--- config.mk ---
export PLATFORM = sky130hd
export DESIGN_NAME = mul_div_unit_flat
export DESIGN_NICKNAME = d
export VERILOG_FILES = /design/src/rtl/mul_div_unit_if.sv /design/src/rtl/mul_div_unit.sv /design/src/flat_wrapper.sv
export SDC_FILE = /design/constraint.sdc
export NUM_CORES = 1
export LEC_CHECK = 0
export ABC_AREA = 1
export CAP_MARGIN = 20
export CORE_ASPECT_RATIO = 1.75
export CORE_MARGIN = 4
export CORE_UTILIZATION = 40
export CTS_BUF_LIST = sky130_fd_sc_hd__clkbuf_8 sky130_fd_sc_hd__clkbuf_16
export DETAILED_ROUTE_END_ITERATION = 6
export DONT_BUFFER_PORTS = 1
export PLACE_DENSITY = 0.6
export SYNTH_ARGS = -nofsm -noshare
export SYNTH_HDL_FRONTEND = slang
export SYNTH_SLANG_ARGS = --single-unit
--- constraint.sdc ---
create_clock -name clk -period 5 [get_ports clk]
set_input_delay 0.75 -clock clk [delete_from_list [all_inputs] [get_ports clk]]
set_output_delay 0.75 -clock clk [all_outputs]
set_load 0.005 [all_outputs]
--- src/rtl/mul_div_unit_if.sv ---
// Handshake and result bundle between the EX stage and the multiply/divide unit.
// The EX stage drives the master side; mul_div_unit uses the slave side.
interface mul_div_unit_if #(
  parameter int WIDTH = 32
);
  logic             start;
  logic [2:0]       op;
  logic [WIDTH-1:0] A;
  logic [WIDTH-1:0] B;
  logic             flush;
  logic             busy;
  logic             done;
  logic [WIDTH-1:0] hi;
  logic [WIDTH-1:0] lo;

  modport master (
    output start, op, A, B, flush,
    input  busy, done, hi, lo
  );

  modport slave (
    input  start, op, A, B, flush,
    output busy, done, hi, lo
  );
endinterface

--- src/rtl/mul_div_unit.sv ---
// Iterative multiply/divide unit owning HI/LO. Shift-add multiply and restoring
// divide run on magnitudes, one bit per cycle; signs are applied in FIX.
module mul_div_unit #(
  parameter int WIDTH = 32
) (
  input  logic          clk,
  input  logic          rst_n,
  mul_div_unit_if.slave bus
);
  localparam int CW = $clog2(WIDTH);

  typedef enum logic [1:0] {IDLE, CALC, FIX} state_t;

  state_t             r_state;
  logic [CW-1:0]      r_count;
  logic               r_busy;
  logic               r_done;
  logic               r_fix_ph;
  logic               r_is_div;
  logic               r_neg_res;
  logic               r_neg_rem;
  logic               r_div0;
  logic [WIDTH-1:0]   r_b;
  logic [WIDTH-1:0]   r_hi;
  logic [WIDTH-1:0]   r_lo;
  logic [2*WIDTH-1:0] r_acc;

  logic               w_sgn;
  logic [WIDTH-1:0]   w_abs_a;
  logic [WIDTH-1:0]   w_abs_b;
  logic [WIDTH:0]     w_msum;
  logic [WIDTH:0]     w_dtrial;
  logic [2*WIDTH-1:0] w_mul_next;
  logic [2*WIDTH-1:0] w_div_next;
  logic [2*WIDTH-1:0] w_fixed;

  function automatic logic [WIDTH-1:0] mag(input logic [WIDTH-1:0] x, input logic sgn);
    return (sgn && x[WIDTH-1]) ? (~x + WIDTH'(1)) : x;
  endfunction

  assign w_sgn   = ~bus.op[0];
  assign w_abs_a = mag(bus.A, w_sgn);
  assign w_abs_b = mag(bus.B, w_sgn);

  // Multiply: acc = {partial product, remaining multiplier bits}; r_b holds the multiplicand.
  assign w_msum     = {1'b0, r_acc[2*WIDTH-1:WIDTH]} + (r_acc[0] ? {1'b0, r_b} : '0);
  assign w_mul_next = {w_msum, r_acc[WIDTH-1:1]};

  // Divide: acc = {partial remainder, dividend bits / quotient bits}; r_b holds the divisor.
  assign w_dtrial   = r_acc[2*WIDTH-1:WIDTH-1] - {1'b0, r_b};
  assign w_div_next = w_dtrial[WIDTH] ? {r_acc[2*WIDTH-2:0], 1'b0}
                                      : {w_dtrial[WIDTH-1:0], r_acc[WIDTH-2:0], 1'b1};

  always_comb begin
    w_fixed = r_acc;
    if (!r_is_div) begin
      if (r_neg_res) w_fixed = -r_acc;
    end else begin
      w_fixed[2*WIDTH-1:WIDTH] = r_neg_rem ? -r_acc[2*WIDTH-1:WIDTH] : r_acc[2*WIDTH-1:WIDTH];
      if (r_div0)         w_fixed[WIDTH-1:0] = '1;
      else if (r_neg_res) w_fixed[WIDTH-1:0] = -r_acc[WIDTH-1:0];
    end
  end

  always_ff @(posedge clk) begin
    if (!rst_n) begin
      r_state  <= IDLE;
      r_count  <= '0;
      r_busy   <= 1'b0;
      r_done   <= 1'b0;
      r_fix_ph <= 1'b0;
      r_hi     <= '0;
      r_lo     <= '0;
    end else begin
      r_done <= 1'b0;
      if (bus.flush) begin
        r_state  <= IDLE;
        r_busy   <= 1'b0;
        r_fix_ph <= 1'b0;
      end else begin
        case (r_state)
          IDLE: if (bus.start) begin
            case (bus.op)
              3'b000, 3'b001, 3'b010, 3'b011: begin
                r_is_div  <= bus.op[1];
                r_neg_res <= w_sgn & (bus.A[WIDTH-1] ^ bus.B[WIDTH-1]);
                r_neg_rem <= w_sgn & bus.A[WIDTH-1];
                r_div0    <= (bus.B == '0);
                r_b       <= bus.op[1] ? w_abs_b : w_abs_a;
                r_acc     <= {{WIDTH{1'b0}}, (bus.op[1] ? w_abs_a : w_abs_b)};
                r_count   <= '0;
                r_busy    <= 1'b1;
                r_state   <= CALC;
              end
              3'b100:  r_hi <= bus.A;
              3'b101:  r_lo <= bus.A;
              default: ;
            endcase
          end
          CALC: begin
            r_acc   <= r_is_div ? w_div_next : w_mul_next;
            r_count <= r_count + CW'(1);
            if (r_count == CW'(WIDTH-1)) begin
              r_state  <= FIX;
              r_fix_ph <= 1'b0;
            end
          end
          FIX: begin
            // First FIX cycle corrects signs and releases busy; second publishes HI/LO with done.
            if (!r_fix_ph) begin
              r_acc    <= w_fixed;
              r_busy   <= 1'b0;
              r_fix_ph <= 1'b1;
            end else begin
              r_hi     <= r_acc[2*WIDTH-1:WIDTH];
              r_lo     <= r_acc[WIDTH-1:0];
              r_done   <= 1'b1;
              r_fix_ph <= 1'b0;
              r_state  <= IDLE;
            end
          end
          default: r_state <= IDLE;
        endcase
      end
    end
  end

  assign bus.busy = r_busy;
  assign bus.done = r_done;
  assign bus.hi   = r_hi;
  assign bus.lo   = r_lo;
endmodule

--- src/flat_wrapper.sv ---
// flat-port wrapper written by rule: the top's interface ports become plain ports
module mul_div_unit_flat 
#(
  parameter int WIDTH = 32
)
  (clk, rst_n, bus_start, bus_op, bus_A, bus_B, bus_flush, bus_busy, bus_done, bus_hi, bus_lo);
  mul_div_unit_if #(.WIDTH(WIDTH)) bus_i ();
  input  logic clk;
  input  logic rst_n;
  input wire logic [$bits(bus_i.start)-1:0] bus_start;
  input wire logic [$bits(bus_i.op)-1:0] bus_op;
  input wire logic [$bits(bus_i.A)-1:0] bus_A;
  input wire logic [$bits(bus_i.B)-1:0] bus_B;
  input wire logic [$bits(bus_i.flush)-1:0] bus_flush;
  output wire logic [$bits(bus_i.busy)-1:0] bus_busy;
  output wire logic [$bits(bus_i.done)-1:0] bus_done;
  output wire logic [$bits(bus_i.hi)-1:0] bus_hi;
  output wire logic [$bits(bus_i.lo)-1:0] bus_lo;
  assign bus_i.start = bus_start;
  assign bus_i.op = bus_op;
  assign bus_i.A = bus_A;
  assign bus_i.B = bus_B;
  assign bus_i.flush = bus_flush;
  assign bus_busy = bus_i.busy;
  assign bus_done = bus_i.done;
  assign bus_hi = bus_i.hi;
  assign bus_lo = bus_i.lo;
  mul_div_unit #(.WIDTH(WIDTH)) u_core (.clk(clk), .rst_n(rst_n), .bus(bus_i));
endmodule
==> summary.md <==
| Metric | Value |
|---|---|
| Maximum vdd drop | 0.265 mV |
| P_sw | 1.60 mW |
| Vias in the first global route | 20.1k |
| FP Rows | 101 |
| Mapped Cells | 2,870 |
| WP data required | 5.21 ns |
| CTS tree | built |
| Synth Cell Area | 17,500 um^2 |
| Worst min path class | input pin to flip-flop |
| Fin crit share | 73.3% |
| Outcome | completed |
| I/O pin count | 137 |
| Core area | 43,300 um^2 |
| Grt ovf | 0 |
| Fraction of registers with async set/reset | 0% |
| Postcts setup bufs | 0 |
| Ranking of synthesized cells by area | nand2_1 (18%), edfxtp_1 (17%), dfxtp_1 (8.5%) |
| Layout cells sized above 1 | 4.42% |
| Synth area leader | nand2_1 |
| Fillers | 4,794 |
| Sw Ratio | 37.9% |
| Die Width | 166 um |
| CP Max Fanout | 12 |
| Max_cap viols | 0 |
| Rel. slew slack | 21.8% |
| CTS clock-pin slew for the worst setup and hold paths | 0.08 ns |
| Worst EP arrival | 3.88 ns |
| Clock Tree Buf Depth | 2 |
| Design area | 18,600 um^2 |
| Comb pwr share | 24.9% |
| Power Internal | 2.62 mW |
| Drt pass-1 iters | 6 |
| Endpoint class of the critical path | flip-flop |
| Number of port buffers | 0 |
| Initial antenna violation count | 2 |
| Nets@finish | 2,963 |
| Residual DRC | 0 |
| Drt wl/cell | 27.7 um |
| Clk root buf | clkbuf_16 |
| Finished Core Util | 43.0% |
| Number of synthesized flops with an enable pin | 100 |
| Flop pwr share | 40.2% |
| Global-route wire length before repair | 133,000 um |
| Setup crit start kind | flip-flop |
| Share of the synthesized area in the top cell type | 17.6% |
| Placed inst area | 18,000 um^2 |
| Final Max Slew Viols | 0 |
| Synthesized area per cell | 6.10 um^2 |
| Synthesized Nets | 3,016 |
| FF+latch area | 4480 um^2 |
| Synth Flop Type | edfxtp_1 |
| Largest net degree at the start of global routing | 77 |
| Vias per std cell | 5.95 |
| TritonCTS Sinks | 174 |
| Post-route minimum period | 3.67 ns |
| Routed vias | 20.2k |
| Layout Cells excl Fill | 3,399 |
| Setup Skew | 0.0226 ns |
| Initial Util | 40.4% |
| Final ANT Viol Nets | 0 |
| Gpl congestion | 1.08 |
| Layout area overhead | 6.48% |
| Flop-to-flop setup slack | 1.33 ns |
| Synth Register Bits | 174 |
| Dpl hpwl | 76,100 um |
| Post-route setup TNS | 0 ns |
| Crit path kind | flip-flop to flip-flop |
| Final Setup Violations | 0 |
| PwrDens | 226 nW/um^2 |
| Footprint of the multi-input gates | 11,100 um^2 |
| Final wirelength | 94,000 um |
| Hold Vio Cnt, Final | 0 |
| Clk_lat worst skew | 0.49 ns |
| Commonest cells post-synth | nand2_1 (819), inv_1 (379), nor2_1 (294) |
| CTS Buf Count | 17 |
| Register area share after synthesis | 25.6% |
| Fmax | 273 MHz |
| Most frequent cell after synthesis | nand2_1 |
| Htree depth | 4 |
| Hold_buf cts | 0 |
| Worst slew pin tran | 1.16 ns |
| Leakage | 8.32 nW |
| Clock Power Share | 34.9% |
| Die area | 47,300 um^2 |
| Placed Instances | 3,364 |
| Synth warn | 0 |
| Gr usage total | 38.4% |
| Netlist cell types | 53 |
| Post_cts resized | 0 |
| Initial DRC Count | 1,913 |
| Die span in y | 285 um |
| RSZ-0062 raised after global routing | false |
[worst max-delay path, stage by stage (launching register included)]
cell and delay, ns:
edfxtp_1 0.62, nand2_1 0.27, inv_1 0.07, ha_1 0.61, nand2_1 0.18, nor2_1 0.24, nand2_1 0.33, nor3_1 0.23
nand2_1 0.31, nand3_1 0.16, nand2_1 0.06, nor2_1 0.09, nor2_1 0.04, nand2_1 0.10, a21oi_1 0.06
[layer usage]
metal / wire, um / vias up / global-route usage [%]
met1: 29200 / 9449 / 35.1
met2: 46500 / 991 / 68.4
met3: 5290 / 415 / 5.95
met4: 13000 / 0 / 41.5
li1: - / 9364 / -
met5: 0 / - / 0
[cell families (layout without fill, tap and decap cells)]
family	Yosys count	in the layout	synth area share, %
compound gates	526	526	16.7
xor+xnor	96	96	4.80
fa+ha+maj	75	75	5.45
buf+inv	490	450	11.0
flops	174	174	25.6
mux	1	1	0.0572
other cells	0	3	0
simple gates	1508	1508	36.4
[state kept, by name (all words and copies together), names as in the netlist]
signal,count
u_core.r_acc,64
u_core.bus.hi,32
u_core.bus.lo,32
u_core.r_b,32
u_core.r_count,5
u_core.r_state,2
u_core.bus.busy,1
u_core.bus.done,1
u_core.r_div0,1
u_core.r_fix_ph,1
u_core.r_is_div,1
u_core.r_neg_rem,1
u_core.r_neg_res,1
[placed cells by master (no fill, tap or decap), types with 73 or more instances in the layout]
master and count:
a21oi_1 177, a31oi_1 81, dfxtp_1 74, edfxtp_1 100, inv_1 379, nand2_1 819
nand3_1 232, nor2_1 293, o21ai_0 196, xor2_1 73
[per-stage QoR]
| step | power [mW] | hold slack [ns] | worst slack (ns) |
|---|---|---|---|
| 2_1_floorplan | 2.37 | 0.460 | 1.61 |
| 3_3_place_gp | 2.74 | 0.488 | 1.58 |
| 3_5_place_dp | 2.75 | 0.494 | 1.54 |
| 4_1_cts | 4.18 | 0.394 | 1.53 |
| 5_1_grt | 4.36 | 0.415 | 1.24 |
| 6_report | 4.22 | 0.407 | 1.33 |
[worst paths after layout]
check | startpoint | endpoint | depth (start not counted)
min | rst_n | u_core.bus.lo[17] | 2
min reg2reg | u_core.r_count[4] | u_core.r_count[4] | 2
max reg2reg | u_core.r_acc[0] | u_core.r_acc[58] | 14
max | u_core.r_acc[0] | u_core.r_acc[58] | 14
[final cells by class]
cell class              count  share of cell area [%]
diodes                      3                  0.0403
clock buffers              18                    2.36
clock inverters            14                   0.920
inverters                 391                    7.87
multi-input cells        2206                    59.8
flip-flops and latches    174                    24.1
well taps                 566                    3.80
repair buffers             27                    1.15
[power by group through the flow]
stage	logic, mW	clock network, mW	registers (mW)
6_report	1.05	1.47	1.70
4_1_cts	1.03	1.46	1.69
3_5_place_dp	1.02	0	1.73
2_1_floorplan	0.697	0	1.68
5_1_grt	1.14	1.52	1.70
3_3_place_gp	1.02	0	1.73
Power figures use the tool's default switching activity.
